[src/rtl/serial_word_feeder_if.sv]
// Word-in / bit-out handshake bundle for serial_word_feeder.
// master drives words and shift pacing; slave is the feeder.
interface serial_word_feeder_if #(
   parameter int WIDTH = 8
);
   logic [WIDTH-1:0] word_in;
   logic             word_valid;
   logic             word_ready;
   logic             shift_en;
   logic             serial_out;
   logic             serial_valid;
   logic             word_start;
   logic             busy;

   modport master (
      output word_in, word_valid, shift_en,
      input  word_ready, serial_out, serial_valid,
      input  word_start, busy
   );

   modport slave (
      input  word_in, word_valid, shift_en,
      output word_ready, serial_out, serial_valid,
      output word_start, busy
   );
endinterface

[src/rtl/serial_word_feeder.sv]
// Parallel word to bit-serial feeder with a one-entry hold buffer.
// Optional even-parity trailer bit: define SERIAL_FEEDER_PARITY_EN.
module serial_word_feeder #(
   parameter int WIDTH     = 8,
   parameter int LSB_FIRST = 0
) (
   input logic           clk,
   input logic           reset,
   serial_word_feeder_if.slave bus
);

   localparam int CW = (WIDTH > 1) ? $clog2(WIDTH) : 1;
   localparam logic [CW-1:0] LAST = CW'(WIDTH - 1);

`ifdef SERIAL_FEEDER_PARITY_EN
   typedef enum logic [1:0] {
      IDLE   = 2'd0,
      SHIFT  = 2'd1,
      PARITY = 2'd2
   } state_t;
`else
   typedef enum logic [1:0] {
      IDLE  = 2'd0,
      SHIFT = 2'd1
   } state_t;
`endif

   state_t           state;
   logic [WIDTH-1:0] shreg;
   logic [WIDTH-1:0] hold;
   logic             hold_valid;
   logic [CW-1:0]    cnt;
   logic [CW-1:0]    idx;
   logic             last;
   logic             xfer;
   logic             done;

   assign bus.word_ready = !hold_valid && !reset;
   assign xfer = bus.word_valid && bus.word_ready;
   assign last = (cnt == LAST);
   assign idx  = (LSB_FIRST != 0) ? cnt : (LAST - cnt);

   // done: the final bit of the current word is consumed at this edge
`ifdef SERIAL_FEEDER_PARITY_EN
   assign done = bus.shift_en && (state == PARITY);
`else
   assign done = bus.shift_en && (state == SHIFT) && last;
`endif

   // FSM: load, shift, hold capture and back-to-back reload
   always_ff @(posedge clk or posedge reset) begin
      if (reset) begin
         state      <= IDLE;
         shreg      <= '0;
         hold       <= '0;
         hold_valid <= 1'b0;
         cnt        <= '0;
      end else begin
         if (xfer && (state != IDLE) && !done) begin
            hold       <= bus.word_in;
            hold_valid <= 1'b1;
         end
         if (state == IDLE) begin
            if (xfer) begin
               shreg <= bus.word_in;
               cnt   <= '0;
               state <= SHIFT;
            end
         end else if (done) begin
            cnt <= '0;
            if (hold_valid) begin
               shreg      <= hold;
               hold_valid <= 1'b0;
               state      <= SHIFT;
            end else if (xfer) begin
               shreg <= bus.word_in;
               state <= SHIFT;
            end else begin
               state <= IDLE;
            end
         end else if (bus.shift_en && (state == SHIFT)) begin
`ifdef SERIAL_FEEDER_PARITY_EN
            if (last) state <= PARITY;
            else      cnt   <= cnt + CW'(1);
`else
            cnt <= cnt + CW'(1);
`endif
         end
      end
   end

   // Output decode from registered state only
   always_comb begin
      bus.serial_out = 1'b0;
      if (state == SHIFT) bus.serial_out = shreg[idx];
`ifdef SERIAL_FEEDER_PARITY_EN
      if (state == PARITY) bus.serial_out = ^shreg;
`endif
   end

   assign bus.serial_valid = (state != IDLE);
   assign bus.word_start   = (state == SHIFT) && (cnt == '0);
   assign bus.busy         = (state != IDLE) || hold_valid;

endmodule

[src/flat_wrapper.sv]
// flat-port wrapper written by rule: the top's interface ports become plain ports
module serial_word_feeder_flat 
#(
   parameter int WIDTH     = 8,
   parameter int LSB_FIRST = 0
)
  (clk, reset, bus_word_in, bus_word_valid, bus_shift_en, bus_word_ready, bus_serial_out, bus_serial_valid, bus_word_start, bus_busy);
  serial_word_feeder_if #(.WIDTH(WIDTH)) bus_i ();
  input logic clk;
  input logic reset;
  input wire logic [$bits(bus_i.word_in)-1:0] bus_word_in;
  input wire logic [$bits(bus_i.word_valid)-1:0] bus_word_valid;
  input wire logic [$bits(bus_i.shift_en)-1:0] bus_shift_en;
  output wire logic [$bits(bus_i.word_ready)-1:0] bus_word_ready;
  output wire logic [$bits(bus_i.serial_out)-1:0] bus_serial_out;
  output wire logic [$bits(bus_i.serial_valid)-1:0] bus_serial_valid;
  output wire logic [$bits(bus_i.word_start)-1:0] bus_word_start;
  output wire logic [$bits(bus_i.busy)-1:0] bus_busy;
  assign bus_i.word_in = bus_word_in;
  assign bus_i.word_valid = bus_word_valid;
  assign bus_i.shift_en = bus_shift_en;
  assign bus_word_ready = bus_i.word_ready;
  assign bus_serial_out = bus_i.serial_out;
  assign bus_serial_valid = bus_i.serial_valid;
  assign bus_word_start = bus_i.word_start;
  assign bus_busy = bus_i.busy;
  serial_word_feeder #(.WIDTH(WIDTH), .LSB_FIRST(LSB_FIRST)) u_core (.clk(clk), .reset(reset), .bus(bus_i));
endmodule
[config.mk]
export PLATFORM = sky130hd
export DESIGN_NAME = serial_word_feeder_flat
export DESIGN_NICKNAME = d
export VERILOG_FILES = /design/src/rtl/serial_word_feeder_if.sv /design/src/rtl/serial_word_feeder.sv /design/src/flat_wrapper.sv
export SDC_FILE = /design/constraint.sdc
export NUM_CORES = 1
export LEC_CHECK = 0
export CORE_MARGIN = 3
export CORE_UTILIZATION = 25
export DETAILED_ROUTE_END_ITERATION = 8
export GPL_ROUTABILITY_DRIVEN = 0
export GPL_TIMING_DRIVEN = 0
export SETUP_SLACK_MARGIN = 0.3
export SLEW_MARGIN = 20
export SYNTH_ARGS = -nofsm -noshare
export SYNTH_HDL_FRONTEND = slang
export SYNTH_SLANG_ARGS = --single-unit
[constraint.sdc]
create_clock -name clk -period 1.7 [get_ports clk]
set_clock_uncertainty 0.15 [all_clocks]
set_input_delay 0.34 -clock clk [delete_from_list [all_inputs] [get_ports clk]]
set_output_delay 0.34 -clock clk [all_outputs]
set_load 0.05 [all_outputs]
==> results.toml, run 1 <==
[synthesis]
yosysUniqueCellTypes = 24
syn_area_per_cell_sq_um = 12.8
synth-seq-cells = 21
synth_area_sq_um = 1100
seq_area_frac_synth = 0.478
syn_inst = 86
synth_fp_nets = 101
yosysWarnings = 0

[setup_path]
start_kind = "flop"
critPathCaptureType = "primary output"
path_class = "reg -> out"
critPathSlowestCell = "mux4_2"
path_cells = "mux4_2 -> nand2_2 -> a21boi_4 -> buf_6"
r2r-start = "u_core.cnt[0]$_DFFE_PP0P_"
reg2reg_setup_slack_ps = -190
path_max_fanout = 3
cpPeakStageDelay_ps = 510
critical_path_buf_inv_count = 1
cp_data_arrival_time_ps = 1470
critPathTopFamily = "multiplexers"
startpoint = "u_core.cnt[0]$_DFFE_PP0P_"
cp.required_ps = 1210

[layout]
layout.nets = 130
syn_to_final_growth_pct = 41.4
diodes = 0
layout-drive-gt1-share = 0.632

[worst_hold_path]
min_path_type = "in -> async"

[sta]
drv_slew = 0
fmax_ghz = 0.510
relSlewSlack = 0.446
hold_viol_final = 0
setup_viol = 18
min_period_ps = 1960
rsz0062_at_grt = "true"
finalCritPeriodShare = 1.15
worst_pin_slew_ps = 830
setup_ws_ps = -260

[route]
viasPerCell = 4.51
drc = 0
vias = 739
drtPass1Iterations = 4
drtIter0Drc = 25
detail_route.wl_per_cell_microns = 13.6
drt.antenna.violating_nets = 0
wl_microns = 2230

[global_route]
grt_pass1_wl_microns = 3770
grt-ovfl-total = 0
antenna_found_initial = 0
grt_use_total = 0.0939
grt_max_degree = 22
grt_pass1_vias = 833

[power]
p_leak_nw = 0.662
power_mw = 2.91
p_seq_frac = 0.314
pwr-share-comb = 0.573
p_per_area_nw_per_um2 = 1870
p_clk_frac = 0.113
p_sw_mw = 1.09
p_int_mw = 1.82
swShare = 0.376
peakVddDrop_mv = 0.668

[clocking]
cts_tree = "yes"
cts_inserted_buffers = 3
clk_pin_slew_ps = 80
holdBufCountCts = 0
cts_htree_levels = 1
cts_root_buf = "clkbuf_8"
clk_latency_ps = 260
clockBufferDepth = 2
cts.sinks = 21

[floorplanning]
die_area_sq_um = 5230
die_h_microns = 72.3
die_w_microns = 72.3
rows = 23
core_area_sq_um = 4120
initial_core_util = 0.267
io_pins = 17

[status]
violations = "negative setup slack"
outcome = "finished, violations left"

[placed_design]
place_hpwl_microns = 1530
io_buffers = 16
dp_slack_ps = -765

[run]
cap_violations = 0
## final timing paths
| path | to | cells past startpoint |
|---|---|---|
| setup / recovery | bus_serial_out | 4 |
| hold / removal | u_core.hold_valid$_DFF_PP0_ | 2 |
| setup reg to reg | u_core.shreg[3]$_DFFE_PP0P_ | 7 |
| hold reg to reg | u_core.hold[2]$_DFFE_PP0P_ | 1 |
| max in group asynchronous | u_core.cnt[0]$_DFFE_PP0P_ | 2 |
| min in group clk | u_core.hold[2]$_DFFE_PP0P_ | 1 |
## cells by family after synthesis
logic type,synth area share
AOI/OAI and AO/OA,0.0501
adders and majority gates,0.0341
buffers and inverters,0.0353
DFF,0.478
muxes,0.300
and+or+nand+nor,0.102
## per-stage QoR
stage	instance area, sq um	utilization	cells	TNS [ps]	hold WS (ps)
global placement	1380	0.335	152	-6100	334
CTS	1490	0.361	161	-2450	361
floorplan	1160	-	86	-485	166
detailed placement	1380	0.335	152	-7150	343
finish	1560	0.378	164	-2370	345
global route	1560	0.378	164	-3220	374
## area by class of cell
cell class	count	area, sq um
Timing Repair Buffer	24	239
Multi-Input combinational cell	58	632
Clock inverter	1	5.00
Sequential cell	21	531
Fill cell	398	2560
Clock buffer	3	41.3
Buffer	3	30.0
Inverter	4	15.0
Tap cell	50	62.6
## cell usage after synthesis
library cell,instances,area (sq um)
inv_1,4,15.0
nand3_2,1,10.0
nor2_1,5,18.8
mux2_4,1,15.0
nand2_2,1,6.26
a21oi_1,1,5.00
o22a_2,1,10.0
and3b_1,1,8.76
buf_4,1,7.51
nor3b_2,1,12.5
mux2_2,24,270
o21a_1,1,7.51
buf_6,1,11.3
mux4_2,2,45.0
or3b_4,1,11.3
dfrtp_1,21,526
buf_2,1,5.00
a22o_2,1,10.0
ha_1,3,37.5
nor2b_1,2,12.5
and3_1,1,6.26
a21boi_0,1,7.51
o21ai_0,3,15.0
nand2_1,7,26.3
## worst register-to-register path, cell delays in order, from the launching register on
cell	delay, ps
dfrtp_2	430
buf_6	130
ha_4	160
ha_4	170
and3_4	150
o22a_2	180
buf_6	140
mux2_2	270
## cells in the final DEF, fill, tap and decap left out
cell type,Yosys,final
a21boi_4,0,1
a21oi_1,1,1
a22o_2,1,1
and3_4,0,1
and3b_1,1,1
buf_4,1,7
buf_6,1,7
buf_8,0,2
clkbuf_8,0,3
clkdlybuf4s50_1,0,9
clkinv_2,0,1
dfrtp_1,21,17
dfrtp_2,0,4
dlygate4sd2_1,0,2
ha_2,0,1
ha_4,0,2
inv_1,4,2
inv_2,0,2
mux2_2,24,23
mux2_4,1,2
mux4_2,2,2
nand2_1,7,3
nand2_2,1,4
nand2_4,0,1
nand3_4,0,1
nor2_1,5,2
nor2_4,0,3
nor2b_1,2,2
nor3b_2,1,1
o21a_1,1,1
o21ai_1,0,2
o21ai_2,0,1
o22a_2,1,1
or3b_4,1,1
## repair_timing
item / in CTS / in global routing
setup endpoints to repair: 46 / 25
gates resized for setup: 46 / 13
buffers inserted: 5 / 3
pin swaps: 2 / 2
## power by group through the flow
| stage | combinational [mW] | clock [mW] | sequential [mW] |
|---|---|---|---|
| after floorplan | 1.09 | 0 | 0.921 |
| after global placement | 1.38 | 0 | 0.917 |
| after detailed placement | 1.42 | 0 | 0.932 |
| after CTS | 1.58 | 0.343 | 0.896 |
| after global routing | 1.81 | 0.361 | 0.949 |
| final | 1.67 | 0.330 | 0.914 |
## registers in the layout, indices dropped and copies added (netlist names)
name / flops
u_core.cnt: 3
u_core.hold: 8
u_core.hold_valid: 1
u_core.shreg: 8
u_core.state: 1
## layer usage
layer | track usage | vias to the layer above | share of wire
met4 | 0.0626 | 0 | 0.016
met3 | 0.0208 | 2 | 0.044
met2 | 0.158 | 13 | 0.51
met1 | 0.106 | 363 | 0.43
met5 | 0 | - | 0
li1 | - | 361 | -
Power figures use the tool's default switching activity.
==> run 2: changes to the inputs <==
Settings changed: CORE_MARGIN 3 to 5, MAX_ROUTING_LAYER set to met4.
==> run 2 against run 1 <==
Compared with the run above:
- the flow still finishes with violations (negative setup slack)
- maximum frequency is 1.1% lower
- first-iteration DRC count is 44% higher
- via count is 3.2% higher
- critical path type unchanged
- largest cell class unchanged
==> results.toml, run 2 (synthesis gave the netlist of run 1 again) <==
[status]
outcome = "finished, violations left"
violations = "negative setup slack"

[floorplanning]
die_h_microns = 76.3
initial_core_util = 0.254
rows = 24
die_area_sq_um = 5830
io_pins = 17
die_w_microns = 76.3
core_area_sq_um = 4320

[clocking]
cts_htree_levels = 1
cts.sinks = 21
cts_root_buf = "clkbuf_8"
cts_tree = "yes"
clk_latency_ps = 260
clk_pin_slew_ps = 80
holdBufCountCts = 0
cts_inserted_buffers = 3
clockBufferDepth = 2

[power]
pwr-share-comb = 0.577
p_clk_frac = 0.113
p_leak_nw = 0.640
p_int_mw = 1.83
p_per_area_nw_per_um2 = 1910
peakVddDrop_mv = 1.34
p_sw_mw = 1.11
power_mw = 2.93
swShare = 0.377
p_seq_frac = 0.310

[sta]
drv_slew = 0
setup_viol = 18
finalSetupTns_ps = -2730
setup_ws_ps = -281
worst_pin_slew_ps = 479
rsz0062_at_grt = "true"
finalCritPeriodShare = 1.17
relSlewSlack = 0.680
hold_viol_final = 0
holdWs_ps = 213
min_period_ps = 1980
fmax_ghz = 0.505

[layout]
fin_cells = 166
syn_to_final_growth_pct = 39.9
fin_area_sq_um = 1540
post-route-util = 0.356
mostFrequentLayoutCell = "mux2_2"
layout.nets = 130
fill_cells = 451
layout_common_cells = "mux2_2, dfrtp_1, buf_4, clkdlybuf4s50_1, nand2_2"
reg_top3 = "u_core.hold (8), u_core.shreg (8), u_core.cnt (3)"
layout-drive-gt1-share = 0.640
diodes = 0

[route]
drc = 0
drtPass1Iterations = 4
dr_wl_met2_microns = 1110
drtIter0Drc = 36
wl_microns = 2280
wl_met1_microns = 1080
drt.antenna.violating_nets = 0
viasPerCell = 4.60
met3WireLength_microns = 66
detail_route.wl_per_cell_microns = 13.8
vias = 763
routed.top_layer = "met4"

[setup_path]
path_max_fanout = 3
cp.required_ps = 1210
path_class = "reg -> out"
cp_data_arrival_time_ps = 1490
critPathCaptureType = "primary output"
start_kind = "flop"

[global_route]
grt_use_total = 0.0848
grt_pass1_wl_microns = 3880
grt-ovfl-total = 0
grt_pass1_vias = 784
grt_max_degree = 22
antenna_found_initial = 0

[placed_design]
dp_cells = 154
dp_slack_ps = -797
postPlaceCellArea_sq_um = 1380
io_buffers = 16
place_hpwl_microns = 1560

[run]
cap_violations = 0

[worst_hold_path]
min_path_type = "in -> async"
-- run 2: cell count changes in the layout (fill, tap and decap cells not counted), sizes merged --
cell / delta
inv: -1
clkinv: -1
clkbuf: +1
clkinvlp: +1
-- run 2: final timing paths --
check | startpoint | endpoint | slack, ps | cells after the start
max in group asynchronous | reset | u_core.cnt[0]$_DFFE_PP0P_ | 870 | 2
worst min-delay path | reset | u_core.hold_valid$_DFF_PP0_ | 210 | 2
worst min register to register | u_core.hold[3]$_DFFE_PP0P_ | u_core.hold[3]$_DFFE_PP0P_ | 360 | 1
min in group clk | u_core.hold[3]$_DFFE_PP0P_ | u_core.hold[3]$_DFFE_PP0P_ | 360 | 1
worst max register to register | u_core.cnt[0]$_DFFE_PP0P_ | u_core.shreg[2]$_DFFE_PP0P_ | -240 | 7
worst max-delay path | u_core.cnt[2]$_DFFE_PP0P_ | bus_serial_out | -280 | 4
-- run 2: what timing repair did --
item	CTS	global route
gates cloned	0	0
setup buffers	7	1
setup endpoints to repair	46	29
pin swaps	3	2
gates resized for setup	50	7
-- run 2: per-layer routing --
layer,track usage,up-vias
li1,-,359
met1,0.105,387
met2,0.135,13
met3,0.0154,4
met4,0.0367,0
met5,-,-
-- run 2: cell type report --
type / count / area, sq um / area share
multi-input combinational: 58 / 616 / 0.400
sequential: 21 / 529 / 0.344
timing repair buffer: 24 / 235 / 0.153
tap: 52 / 65.1 / 0.0423
inverter: 4 / 18.8 / 0.0122
clock buffer: 4 / 45.0 / 0.0293
buffer: 3 / 30.0 / 0.0195
-- run 2: worst max-delay path: stages (launching register included) --
cell	delay [ps]
dfrtp_2	410
mux4_2	520
nand2_2	90
a21boi_4	60
buf_6	150
-- run 2: power groups by stage --
stage	Combinational, mW	Clock [mW]	Sequential [mW]
floorplan	1.09	0	0.921
global placement	1.39	0	0.917
detailed placement	1.43	0	0.938
CTS	1.65	0.341	0.908
global route	1.83	0.365	0.948
finish	1.69	0.333	0.909
